$ cat src/rtl/uart_rx_fifo.sv
// UART receiver: 2-FF synchroniser, glitch-rejecting start detection, framing
// check and a valid/ready receive FIFO. Define UART_RX_PARITY_EN to add a parity bit.
module uart_rx_fifo #(
    parameter int CLKS_PER_BIT = 104,
    parameter int DATA_BITS    = 8,
    parameter int FIFO_DEPTH   = 4,
    parameter int PARITY_ODD   = 0
) (
    input  logic                        clk,
    input  logic                        rst,
    input  logic                        rx,
    input  logic                        rx_enable,
    output logic [DATA_BITS-1:0]        rx_data,
    output logic                        rx_valid,
    input  logic                        rx_ready,
    output logic [$clog2(FIFO_DEPTH):0] fifo_count,
    output logic                        frame_err,
    output logic                        overrun,
    output logic                        parity_err
);
    localparam int CNT_W = $clog2(CLKS_PER_BIT);
    localparam int IDX_W = $clog2(DATA_BITS);
    localparam int PTR_W = $clog2(FIFO_DEPTH);
    localparam logic [CNT_W-1:0] BIT_LAST   = CNT_W'(CLKS_PER_BIT - 1);
    localparam logic [CNT_W-1:0] HALF_BIT   = CNT_W'((CLKS_PER_BIT - 1) / 2);
    localparam logic [IDX_W-1:0] IDX_LAST   = IDX_W'(DATA_BITS - 1);
    localparam logic [PTR_W:0]   FULL_COUNT = (PTR_W + 1)'(FIFO_DEPTH);
    localparam logic             PAR_SENSE  = (PARITY_ODD != 0);

    typedef enum logic [2:0] {
        IDLE,
        START,
        DATA,
`ifdef UART_RX_PARITY_EN
        PARITY,
`endif
        STOP,
        WAIT_IDLE
    } state_t;

    state_t               state, state_next;
    logic                 rx_meta, rs;
    logic [CNT_W-1:0]     bit_cnt;
    logic                 bit_tick;
    logic [IDX_W-1:0]     bit_idx;
    logic [DATA_BITS-1:0] shift_reg;
    logic                 push, frame_err_next;
    logic [DATA_BITS-1:0] mem [FIFO_DEPTH];
    logic [PTR_W-1:0]     wr_ptr, rd_ptr;
    logic                 fifo_full, do_pop, do_push;
`ifdef UART_RX_PARITY_EN
    logic                 parity_bad, parity_err_next;
`endif

    always_ff @(posedge clk) begin
        if (rst) begin
            rx_meta <= 1'b1;
            rs      <= 1'b1;
        end else begin
            rx_meta <= rx;
            rs      <= rx_meta;
        end
    end

    assign bit_tick = (bit_cnt == BIT_LAST);

    always_ff @(posedge clk) begin
        if (rst) state <= IDLE;
        else     state <= state_next;
    end

    always_comb begin
        state_next = state;
        unique case (state)
            IDLE:      if (rx_enable && !rs) state_next = START;
            START:     if (bit_cnt == HALF_BIT) state_next = rs ? IDLE : DATA;
            DATA: begin
                if (bit_tick && bit_idx == IDX_LAST) begin
`ifdef UART_RX_PARITY_EN
                    state_next = PARITY;
`else
                    state_next = STOP;
`endif
                end
            end
`ifdef UART_RX_PARITY_EN
            PARITY:    if (bit_tick) state_next = STOP;
`endif
            STOP:      if (bit_tick) state_next = rs ? IDLE : WAIT_IDLE;
            WAIT_IDLE: if (rs) state_next = IDLE;
            default:   state_next = IDLE;
        endcase
    end

    // Stop-bit verdict: a low stop bit always discards, a parity miss discards too.
    always_comb begin
        push           = 1'b0;
        frame_err_next = 1'b0;
`ifdef UART_RX_PARITY_EN
        parity_err_next = 1'b0;
`endif
        if (state == STOP && bit_tick) begin
            if (!rs) begin
                frame_err_next = 1'b1;
`ifdef UART_RX_PARITY_EN
                parity_err_next = parity_bad;
            end else if (parity_bad) begin
                parity_err_next = 1'b1;
`endif
            end else begin
                push = 1'b1;
            end
        end
    end

    // The bit counter restarts on every state change so each phase is timed from its entry.
    always_ff @(posedge clk) begin
        if (rst) begin
            bit_cnt   <= '0;
            bit_idx   <= '0;
            shift_reg <= '0;
        end else begin
            if (state_next != state || bit_tick) bit_cnt <= '0;
            else                                 bit_cnt <= bit_cnt + CNT_W'(1);
            if (state == START) bit_idx <= '0;
            if (state == DATA && bit_tick) begin
                shift_reg <= {rs, shift_reg[DATA_BITS-1:1]};
                bit_idx   <= bit_idx + IDX_W'(1);
            end
        end
    end

`ifdef UART_RX_PARITY_EN
    always_ff @(posedge clk) begin
        if (rst)                            parity_bad <= 1'b0;
        else if (state == START)            parity_bad <= 1'b0;
        else if (state == PARITY && bit_tick) parity_bad <= (rs != ((^shift_reg) ^ PAR_SENSE));
    end
`else
    logic unused_parity_sense;
    assign unused_parity_sense = PAR_SENSE;
    assign parity_err          = 1'b0;
`endif

    assign fifo_full = (fifo_count == FULL_COUNT);
    assign rx_valid  = (fifo_count != '0);
    assign do_pop    = rx_ready && rx_valid;
    assign do_push   = push && (!fifo_full || do_pop);
    assign rx_data   = mem[rd_ptr];

    always_ff @(posedge clk) begin
        if (rst) begin
            wr_ptr     <= '0;
            rd_ptr     <= '0;
            fifo_count <= '0;
            for (int i = 0; i < FIFO_DEPTH; i++) mem[i] <= '0;
        end else begin
            if (do_push) begin
                mem[wr_ptr] <= shift_reg;
                wr_ptr      <= wr_ptr + PTR_W'(1);
            end
            if (do_pop) rd_ptr <= rd_ptr + PTR_W'(1);
            if (do_push && !do_pop)      fifo_count <= fifo_count + (PTR_W + 1)'(1);
            else if (do_pop && !do_push) fifo_count <= fifo_count - (PTR_W + 1)'(1);
        end
    end

    always_ff @(posedge clk) begin
        if (rst) begin
            frame_err <= 1'b0;
            overrun   <= 1'b0;
`ifdef UART_RX_PARITY_EN
            parity_err <= 1'b0;
`endif
        end else begin
            frame_err <= frame_err_next;
            overrun   <= push && fifo_full && !do_pop;
`ifdef UART_RX_PARITY_EN
            parity_err <= parity_err_next;
`endif
        end
    end

endmodule

$ cat config.mk
export PLATFORM = sky130hd
export DESIGN_NAME = uart_rx_fifo
export DESIGN_NICKNAME = d
export VERILOG_FILES = /design/src/rtl/uart_rx_fifo.sv
export SDC_FILE = /design/constraint.sdc
export NUM_CORES = 1
export LEC_CHECK = 0
export ABC_CLOCK_PERIOD_IN_PS = 2750
export BUFFER_PORTS_ARGS = -buffer_cell sky130_fd_sc_hd__buf_2
export CORE_MARGIN = 4
export CORE_UTILIZATION = 45
export DETAILED_ROUTE_END_ITERATION = 8
export PLACE_DENSITY = 0.7
export SYNTH_ARGS = -nofsm -noshare
export SYNTH_HDL_FRONTEND = slang
export SYNTH_SLANG_ARGS = --single-unit
$ cat constraint.sdc
create_clock -name clk -period 2.75 [get_ports clk]
set_input_delay 0.55 -clock clk [delete_from_list [all_inputs] [get_ports clk]]
set_output_delay 0.55 -clock clk [all_outputs]
set_load 0.01 [all_outputs]
---- Yosys cells after proc, flatten, opt, wreduce, memory -nomap -nowiden ----
Memory sizes are Yosys's and may differ from the RTL's. A register that Yosys moved wholly into a read port is not among the register bits.
Index checks and enable logic that the tools add are counted.
storage, ports and cells
  output and inout bits ................... 15
  bits in writable memories ............... 32
  register bits after elaboration ......... 32
  memories kept ........................... 1
  bits of input ports ..................... 5
memory list
  name  words  bits a word  read ports  clocked after Yosys merged registers in  write ports  line  text
  mem   4      8            1           1                                        4            48    logic [DATA_BITS-1:0] mem [FIFO_DEPTH];
operators by class
  $add $sub $neg .......................... 6
  bitwise operators ....................... 1
  equality and inequality tests ........... 9
  mux-type cells .......................... 25
  reduce and logical (&&, ||, !) cells .... 23
operators by type and width
  kind                                                                    number
  3-bit 2-to-1 mux                                                        10
  3-bit case mux with 5 select lines                                      1
  1-bit logical AND                                                       10
  3-bit equality test (second input constant)                             3
  1-bit 2-to-1 mux                                                        9
  2-bit 2-to-1 mux                                                        4
  8-bit 2-to-1 mux                                                        1
  8-bit OR reduction                                                      1
  7-bit by 1-bit adder with 7-bit output (second input constant)          1
  7-bit by 6-bit equality test with 1-bit output (second input constant)  1
  7-bit equality test (second input constant)                             1
  3-bit by 1-bit adder with 3-bit output (second input constant)          2
  3-bit by 2-bit equality test with 1-bit output (second input constant)  2
  2-bit by 1-bit adder with 2-bit output (second input constant)          2
  1-bit logical NOT                                                       4
  2-bit nonzero test                                                      2
  2-bit OR reduction                                                      2
  3-bit by 1-bit equality test with 1-bit output (second input constant)  1
  3-bit logical NOT                                                       1
  3-bit != test                                                           1
  3-bit nonzero test                                                      1
  3-bit by 1-bit subtractor with 3-bit output (second input constant)     1
  1-bit logical OR                                                        2
  1-bit inverter                                                          1

---- Longest topological paths before layout ----
Gate-level depths: netlist of the first run.
  word-level depth ........................ 9
  depth in mapped cells ................... 12
  depth with buffers taken out ............ 10

---- Least setup slack after synthesis of the first run ----
Ideal clock, no wire load.
  path type ............................... reg-to-reg
  start ................................... register bit_cnt[0]
  end ..................................... register fifo_count[2]
  required time ........................... 2.680 ns
  cell stages (with the launch flop) ...... 13
  buffers on the path ..................... 2
  period minus slack after synthesis ...... 2.450 ns
  arrival ................................. 2.380 ns
  library setup time ...................... 0.070 ns
  path slack .............................. 0.300 ns
  path through ............................ dfxtp_1 ha_1 and2_1 clkbuf_4 nand4_4 buf_6 nor2_1 ha_1 inv_1 fa_1 xor2_1 or3_1 a21oi_1
between the ends
  cells in the longest elaborated chain, start to end .. 7
  elaborated cells on any way between the ends .. 9
ends and longest elaborated chain
  element                              line  text
  from (decl)                          43    logic [CNT_W-1:0] bit_cnt;
  from (signal assigned)               124   else bit_cnt <= bit_cnt + CNT_W'(1);
  7-bit equality test (*)              65    assign bit_tick = (bit_cnt == BIT_LAST);
  1-bit logical AND (*)                102   if (state == STOP && bit_tick) begin
  1-bit 2-to-1 mux (*)                 102
  1-bit logical AND (*)                148   assign do_push = push && (!fifo_full || do_pop);
  named net do_push                    50    logic fifo_full, do_pop, do_push;
  1-bit logical NOT                    164   else if (do_pop && !do_push) fifo_count <= fifo_count - (PTR_W + 1)'(1);
  1-bit logical AND                    164
  2-bit nonzero test (no source line)  -
  to (signal assigned)                 163   if (do_push && !do_pop) fifo_count <= fifo_count + (PTR_W + 1)'(1);
  to (signal assigned)                 164
  to (decl)                            16    output logic [$clog2(FIFO_DEPTH):0] fifo_count,
Mark *: on every way through the listed nets, which the timed path passes. The rest lies on a longest branch.
A chain may end at the register's enable or synchronous reset.

---- Final worst setup path of the first run ----
Ends and elaborated chain as after synthesis.

==> impl_metrics.yaml, run 1 <==
cells_and_area:
  fillers: 566
  nets: 280
  largest_register_ffs: 32
  utilization_pct: 52.0
  drive_gt1_share_pct: 22.9
  antenna_cells: 0
  areaGrowthSynthToFinish_pct: 11.5
  layout_commonest_cell: "dfxtp_1"
  mostFrequentLayoutCells: "34 x dfxtp_1, 33 x and2_1, 32 x edfxtp_1"
logic_synthesis:
  syn_inst: 248
  ys_seq_area_share_pct: 54.8
  syn-cell-area_um2: 3000
  synth_top_family_by_area: "simple AND/OR/NAND/NOR gates"
  synth-main-ff-cell: "dfxtp_1"
  synth_edf_count: 32
  synthXorXnorAreaFrac_pct: 2.63
  syn-mean-instance-area_um2: 12.1
  async_reset_ff_share_pct: 0
  syn_nets: 258
  synth.distinct_cells: 53
  muxShareOfSynthArea_pct: 6.35
  synth-compound-area-share_pct: 7.60
  synth_seq_cells: 66
  synth-simple-area-share_pct: 22.9
  yosysWarnings: 0
  synthAdderAreaFrac_pct: 2.34
sta:
  relSlewSlack_pct: 56.5
  worst_slew_pin_slew_ps: 650
  hold_violations: 0
  rsz0062_at_grt: "false"
  slew_violations: 0
  finalSetupTns_ps: 0
  fin_crit_ps: 2520
  setup_viol: 0
  hold_ws_ps: 389
  clock.fmax_ghz: 0.397
  min_period_over_period_pct: 91.6
  fin_worst_skew_ps: 9.13
outcome:
  status: "complete, no violations"
critical_path:
  path_common_cell: "ha_1"
  worst-path-buf-inv: 1
  crit_chain: "ha_1 > and2_1 > nand4_4 > nor2_1 > ha_1 > inv_1 > fa_1 > xor2_1 > or3_1 > a21oi_1"
  slowest_delay_ps: 370
  cp-start-kind: "flip-flop"
  cp_top_family: "simple AND/OR/NAND/NOR gates"
  crit_fanout: 9
  critPathArrivalTime_ps: 2790
  crit_required_ps: 3030
  critical_path_class: "reg2reg"
  critPathCaptureType: "flip-flop"
  cp_slowest_cell: "fa_1"
clock_network:
  cts_htree_levels: 3
  insertion_delay_ps: 350
  postCtsSetupRepairBufs: 0
  clockBufferDepth: 2
  cts_buffers: 9
  cts_hold_buffers: 0
  clk_pin_slew_ps: 70
  cts_tree: "done"
  cts.sinks: 66
  post_cts_resized: 0
  cts-root-buf: "clkbuf_8"
global_route:
  grt_pass1_wl_um: 9610
  grt_usage_pct: 16.3
  overflow: 0
  grt_pass1_vias: 1887
  antenna_found_initial: 0
  grt_max_degree: 33
power_and_ir_drop:
  vdd_ir_drop_max_v: 0.000265
  total_leakage_power_nw: 1.21
  p_per_area_nw_per_um2: 587
drt:
  wl_per_cell_um: 15.8
  via_per_inst: 5.32
  drt_iter0_drc: 98
  num_vias: 1873
  ant_nets: 0
  drt_first_pass_iters: 4
  drc: 0
  drt-total-wl_um: 5550
placed_design:
  portBuffers: 18
  place_congestion: 0.800
  post-dp-hpwl_um: 3790
floorplanning:
  initial_core_util_pct: 46.7
  core_area_um2: 6420
  num_rows: 29
  dieArea_um2: 8030
  die_x_um: 89.6
  die_h_um: 89.6
  io_pins: 20
job:
  max_cap_violations: 0
hold_path:
  min_path_type: "in2reg"
==> cells by family (layout without fill, tap and decap cells) <==
logic type      count (synthesis)  after routing
xor+xnor                        9              9
other cells                     1              1
compound gates                 33             33
fa+ha+maj                       5              5
buf+inv                        16             43
simple gates                  109            109
flops                          66             66
mux                             9              9
==> synth_stat cells (3+ instances only) <==
cell type | instances | share of area (%)
and2_1 | 33 | 6.9
or3_1 | 3 | 0.63
clkbuf_1 | 4 | 0.50
ha_1 | 4 | 1.7
edfxtp_1 | 32 | 32
a21oi_1 | 14 | 2.3
or2_1 | 4 | 0.83
nor2_1 | 11 | 1.4
xor2_1 | 7 | 2.0
nand3_1 | 8 | 1.3
mux4_2 | 8 | 6.0
nand2_1 | 25 | 3.1
o21ai_0 | 3 | 0.50
dfxtp_1 | 34 | 23
inv_1 | 3 | 0.38
a211oi_1 | 8 | 2.0
nand4_1 | 3 | 0.63
==> metal layers <==
layer	vias up	global-route usage, %	routed length [µm]	part of all wire, %
met4	0	7.71	64	1.2
met1	899	20.9	2510	45
met3	4	4.56	194	3.5
li1	941	-	-	-
met2	29	25.5	2780	50
met5	-	0	0	0
==> worst reg2reg max path, cell delays in order, from the launching register on <==
cell	delay (ps)
dfxtp_1	360
ha_1	210
and2_1	350
nand4_4	130
nor2_1	180
ha_1	210
inv_1	60
fa_1	370
xor2_1	160
or3_1	300
a21oi_1	140
==> layout make-up <==
type                       count  area, µm²  share of cell area, %
clock buffer                   9        124                   3.71
tap                           77       96.3                   2.88
multi-input combinational    166       1260                   37.6
sequential                    66       1640                   49.1
timing repair buffer          24        135                   4.04
inverter                       3       11.3                  0.337
clock inverter                 7       77.6                   2.32
==> path summary, 6_finish.rpt <==
path,start,to,slack (ps),depth (start not counted)
max,bit_cnt[0]$_SDFF_PP0_,fifo_count[2]$_SDFFE_PP0P_,230,10
min reg2reg,rx_meta$_SDFF_PP1_,rs$_SDFF_PP1_,450,1
max reg2reg,bit_cnt[0]$_SDFF_PP0_,fifo_count[2]$_SDFFE_PP0P_,230,10
min,rx,rx_meta$_SDFF_PP1_,390,2
==> through the flow <==
stage	cells	area (µm²)	total power, mW	setup slack, ps
floorplan	248	3000	1.14	300
global placement	336	3140	1.17	307
detailed placement	336	3140	1.17	237
CTS	352	3340	1.99	216
global route	352	3340	2.05	3.84
finish	352	3340	1.96	232
==> where the power goes <==
part           internal (mW)  switching (mW)
logic                 0.0317          0.0434
clock network          0.426           0.390
registers               1.06          0.0135
No activity file was read; power rests on OpenSTA's default activity.
==> run 2: changes to the inputs <==
--- a/config.mk
+++ b/config.mk
@@ -7,10 +7,12 @@
 export LEC_CHECK = 0
 export ABC_CLOCK_PERIOD_IN_PS = 2750
 export BUFFER_PORTS_ARGS = -buffer_cell sky130_fd_sc_hd__buf_2
+export CELL_PAD_IN_SITES_DETAIL_PLACEMENT = 1
+export CELL_PAD_IN_SITES_GLOBAL_PLACEMENT = 1
 export CORE_MARGIN = 4
 export CORE_UTILIZATION = 45
 export DETAILED_ROUTE_END_ITERATION = 8
-export PLACE_DENSITY = 0.7
+export PLACE_DENSITY = 0.82
 export SYNTH_ARGS = -nofsm -noshare
 export SYNTH_HDL_FRONTEND = slang
 export SYNTH_SLANG_ARGS = --single-unit
==> run 2 against run 1 <==
Die area unchanged. Power rose by 3.9%. First-iteration DRC count fell by 6.1%. Routed wire length is 6.8% higher. Worst setup slack better by 10 ps. Clock power up 9.3%. Sequential share of layout area about the same. Final area about the same. Combinational power hardly changed. Critical path type unchanged. Non-clock buffer count fell by 2. Global-route usage is 0.71 points higher.
==> impl_metrics.yaml, run 2 (synthesis gave the netlist of run 1 again) <==
cells_and_area:
  mostFrequentLayoutCells: "34 x dfxtp_1, 32 x and2_1, 32 x edfxtp_1"
  drive_gt1_share_pct: 22.3
  antenna_cells: 0
  final_cell_area_um2: 3340
  fillers: 663
  nets: 278
  layout_commonest_cell: "dfxtp_1"
  fin_cells: 350
  largest_register_ffs: 32
  areaGrowthSynthToFinish_pct: 11.6
power_and_ir_drop:
  p_int_mw: 1.60
  p_per_area_nw_per_um2: 610
  total_leakage_power_nw: 1.21
  share_comb_of_total_power_pct: 3.7
  switching_share_pct: 21.7
  finalPower_mw: 2.04
  vdd_ir_drop_max_v: 0.000381
  p_sw_uw: 443
  p_clk_share_pct: 43.7
  seqPwrFrac_pct: 52.6
sta:
  worst_slew_pin_slew_ps: 706
  fin_worst_skew_ps: 7.68
  clock.fmax_ghz: 0.399
  setup_viol: 0
  hold_violations: 0
  min_period_over_period_pct: 91.2
  slew_violations: 0
  relSlewSlack_pct: 52.7
  rsz0062_at_grt: "false"
  fin_crit_ps: 2510
  finalSetupTns_ps: 0
critical_path:
  critical_path_class: "reg2reg"
  r2r-end: "fifo_count[2]$_SDFFE_PP0P_"
  crit_required_ps: 3030
  r2r_cells: 10
  critPathArrivalTime_ps: 2790
  slowest_delay_ps: 370
  crit_path_end: "fifo_count[2]$_SDFFE_PP0P_"
  crit_chain: "ha_1 > and2_2 > nand4_4 > nor2_1 > ha_1 > inv_1 > fa_1 > xor2_1 > or3_1 > a21oi_1"
  crit_fanout: 9
  path_common_cell: "ha_1"
  cp-start-kind: "flip-flop"
  critPathCaptureType: "flip-flop"
  cp_slowest_cell: "fa_1"
  startpoint: "bit_cnt[0]$_SDFF_PP0_"
  r2r_start: "bit_cnt[0]$_SDFF_PP0_"
  r2r_slack_ps: 240
placed_design:
  post-dp-hpwl_um: 4250
  place_congestion: 0.783
  dpl_cell_area_um2: 3130
  portBuffers: 18
  dp_cells: 334
drt:
  drt_first_pass_iters: 4
  wl_per_cell_um: 16.9
  ant_nets: 0
  drt-total-wl_um: 5920
  via_per_inst: 5.39
  drc: 0
  num_vias: 1887
  drt_iter0_drc: 92
global_route:
  grt_usage_pct: 17.0
  overflow: 0
  grt_max_degree: 33
  grt_pass1_vias: 2014
  antenna_found_initial: 0
  grt_pass1_wl_um: 10100
clock_network:
  cts.sinks: 66
  cts_hold_buffers: 0
  clockBufferDepth: 2
  cts_tree: "done"
  clk_pin_slew_ps: 70
  post_cts_resized: 0
  cts_buffers: 9
  cts_htree_levels: 3
  postCtsSetupRepairBufs: 0
  cts-root-buf: "clkbuf_8"
  insertion_delay_ps: 350
outcome:
  status: "complete, no violations"
floorplanning:
  core_area_um2: 6420
  dieArea_um2: 8030
  num_rows: 29
  io_pins: 20
  die_h_um: 89.6
  die_x_um: 89.6
  initial_core_util_pct: 46.7
hold_path:
  min_path_type: "in2reg"
job:
  max_cap_violations: 0
[run 2: cell types whose count changed in the layout (fill, tap and decap cells not counted), sizes merged]
cell,previous run,this run
buf,24,22
clkinv,3,4
inv,5,3
bufinv,1,2
[run 2: power by group through the flow]
stage          logic, mW  clock network, mW  registers (mW)
6_report          0.0749              0.892            1.07
5_1_grt           0.0825              0.959            1.08
4_1_cts           0.0764              0.905            1.07
3_5_place_dp      0.0762                  0            1.10
3_3_place_gp      0.0730                  0            1.09
2_1_floorplan     0.0573                  0            1.09
[run 2: worst min path at each step]
stage                       startpoint            endpoint  slack, ps  cells past startpoint
finish                              rx  rx_meta$_SDFF_PP1_        390                      2
global route                        rx  rx_meta$_SDFF_PP1_        380                      2
detailed placement  rx_meta$_SDFF_PP1_       rs$_SDFF_PP1_        400                      1
global placement    rx_meta$_SDFF_PP1_       rs$_SDFF_PP1_        390                      1
floorplan           rx_meta$_SDFF_PP1_       rs$_SDFF_PP1_        390                      1
CTS                                 rx  rx_meta$_SDFF_PP1_        380                      2
[run 2: stage by stage]
stage,hold WS (ps),worst slack [ps],util (%)
floorplan,389,300,-
global placement,391,307,48.7
finish,387,242,52.1
global route,378,94.0,52.1
detailed placement,399,149,48.7
CTS,375,120,52.1
[run 2: critical path, delay by kind of cell, from the launching register on]
kind,cells,cell delay (ps)
AND/OR/NAND/NOR,4,930
adder cells (fa/ha/maj),3,800
flip-flops,1,360
XOR/XNOR,1,160
AO/OA/AOI/OAI,1,140
buffers and inverters,1,60
[run 2: layout make-up]
type	count	area (µm²)	area share, %
Clock buffer	9	124	3.70
Clock inverter	7	93.8	2.81
Inverter	3	11.3	0.337
Multi-Input combinational cell	166	1260	37.6
Sequential cell	66	1640	49.1
Tap cell	77	96.3	2.88
Timing Repair Buffer	22	120	3.59
[run 2: per-layer routing]
metal | routed length [µm] | vias up | track usage (%)
met5 | 0 | - | 0
met4 | 95 | 0 | 7.31
met3 | 206 | 10 | 4.38
met2 | 2960 | 27 | 27.7
met1 | 2670 | 919 | 21.4
li1 | - | 931 | -
==> run 3: changes to the inputs <==
--- a/config.mk
+++ b/config.mk
@@ -12,7 +12,9 @@
 export CORE_MARGIN = 4
 export CORE_UTILIZATION = 45
 export DETAILED_ROUTE_END_ITERATION = 8
+export HOLD_SLACK_MARGIN = 0.08
 export PLACE_DENSITY = 0.82
+export REMOVE_ABC_BUFFERS = 1
 export SYNTH_ARGS = -nofsm -noshare
 export SYNTH_HDL_FRONTEND = slang
 export SYNTH_SLANG_ARGS = --single-unit
==> run 3 against run 2 <==
Final area shrank 0.75%. Largest power group unchanged. Sequential cell count is the same. Via count grew 0.69%. Power shrank 5.7%.
==> impl_metrics.yaml, run 3 (synthesis gave the netlist of run 1 again) <==
critical_path:
  crit_required_ps: 3010
  cp-start-kind: "flip-flop"
  r2r_start: "bit_cnt[0]$_SDFF_PP0_"
  critPathCaptureType: "flip-flop"
  r2r_cells: 10
  r2r_slack_ps: 290
  critical_path_class: "reg2reg"
  critPathArrivalTime_ps: 2710
  crit_fanout: 3
  r2r-end: "fifo_count[2]$_SDFFE_PP0P_"
global_route:
  overflow: 0
  antenna_found_initial: 0
  grt_max_degree: 33
  grt_usage_pct: 16.7
  grt_pass1_vias: 2017
  grt_pass1_wl_um: 10000
drt:
  wl_per_cell_um: 16.6
  num_vias: 1900
  drt-total-wl_um: 5840
  drt_iter0_drc: 82
  via_per_inst: 5.41
  ant_nets: 0
  drc: 0
  drt_first_pass_iters: 4
clock_network:
  cts_buffers: 9
  cts_htree_levels: 3
  insertion_delay_ps: 330
  cts_tree: "done"
  postCtsSetupRepairBufs: 0
  cts_hold_buffers: 0
  cts.sinks: 66
  post_cts_resized: 0
  clockBufferDepth: 2
  cts-root-buf: "clkbuf_8"
  clk_pin_slew_ps: 70
floorplanning:
  core_area_um2: 6420
  dieArea_um2: 8030
  num_rows: 29
  die_h_um: 89.6
  die_x_um: 89.6
  initial_core_util_pct: 46.7
  io_pins: 20
outcome:
  status: "complete, no violations"
cells_and_area:
  nets: 279
  layout_commonest_cell: "dfxtp_1"
  largest_register_ffs: 32
  areaGrowthSynthToFinish_pct: 10.8
  antenna_cells: 0
  drive_gt1_share_pct: 21.9
  mostFrequentLayoutCells: "34 x dfxtp_1, 33 x and2_1, 32 x edfxtp_1"
sta:
  slew_violations: 0
  hold_violations: 0
  relSlewSlack_pct: 50.5
  fin_crit_ps: 2460
  finalSetupTns_ps: 0
  hold_ws_ps: 404
  rsz0062_at_grt: "false"
  min_period_over_period_pct: 89.3
  fin_worst_skew_ps: 8.86
  clock.fmax_ghz: 0.407
  setup_viol: 0
  worst_slew_pin_slew_ps: 739
placed_design:
  place_congestion: 0.775
  portBuffers: 18
  post-dp-hpwl_um: 4050
power_and_ir_drop:
  seqPwrFrac_pct: 55.8
  finalPower_mw: 1.92
  switching_share_pct: 21.8
  p_sw_uw: 419
  p_int_mw: 1.50
  p_clk_share_pct: 40.4
  vdd_ir_drop_max_v: 0.000270
  total_leakage_power_nw: 1.20
  share_comb_of_total_power_pct: 3.8
  p_per_area_nw_per_um2: 579
hold_path:
  hp-start: "rx"
  whs_path_depth: 2
  min_path_type: "in2reg"
  holdPathEnd: "rx_meta$_SDFF_PP1_"
job:
  max_cap_violations: 0
run 3: power groups by stage:
stage	clock, mW	sequential [mW]	combinational (mW)
4_1_cts	0.798	1.07	0.0743
2_1_floorplan	0	1.09	0.0466
3_3_place_gp	0	1.09	0.0727
6_report	0.777	1.07	0.0732
5_1_grt	0.847	1.08	0.0811
3_5_place_dp	0	1.10	0.0738
run 3: routing by layer:
metal	vias up	global-route usage, %	wire (µm)
li1	935	-	-
met2	24	29.8	3040
met1	933	19.4	2570
met3	8	3.28	151
met4	0	6.90	80
met5	-	0	0
run 3: through the flow:
| step | cell area (µm²) | std cells | utilization, % | setup WS [ps] |
|---|---|---|---|---|
| final | 3320 | 351 | 51.7 | 295 |
| after global routing | 3320 | 351 | 51.7 | 144 |
| after CTS | 3320 | 351 | 51.7 | 298 |
| after detailed placement | 3130 | 335 | 48.8 | 226 |
| after global placement | 3130 | 335 | 48.8 | 334 |
| after floorplan | 2910 | 235 | - | 280 |
run 3: area by class of cell:
class,count,area [µm²]
well taps,77,96.3
fillers,684,3100
clock buffers,11,131
clock inverters,5,55.1
inverters,3,11.3
multi-input cells,166,1260
repair buffers,23,128
flip-flops and latches,66,1640
run 3: worst max-delay path, stage by stage (launching register included):
cell     delay (ps)
dfxtp_1         360
ha_1            210
and2_1          210
nand4_4         110
nor2_1          200
ha_1            230
inv_1            70
fa_1            380
xor2_1          160
or3_1           310
a21oi_1         150
run 3: worst max path at each step:
| stage | start | to | slack [ps] | depth (start not counted) |
|---|---|---|---|---|
| final | bit_cnt[0]$_SDFF_PP0_ | fifo_count[2]$_SDFFE_PP0P_ | 290 | 10 |
| after global routing | bit_cnt[0]$_SDFF_PP0_ | mem[0][5]$_SDFFCE_PN0P_ | 140 | 6 |
| after CTS | bit_cnt[0]$_SDFF_PP0_ | fifo_count[2]$_SDFFE_PP0P_ | 300 | 10 |
| after detailed placement | rx_ready | fifo_count[2]$_SDFFE_PP0P_ | 230 | 10 |
| after global placement | rx_ready | fifo_count[2]$_SDFFE_PP0P_ | 330 | 10 |
| after floorplan | bit_cnt[0]$_SDFF_PP0_ | fifo_count[2]$_SDFFE_PP0P_ | 280 | 10 |
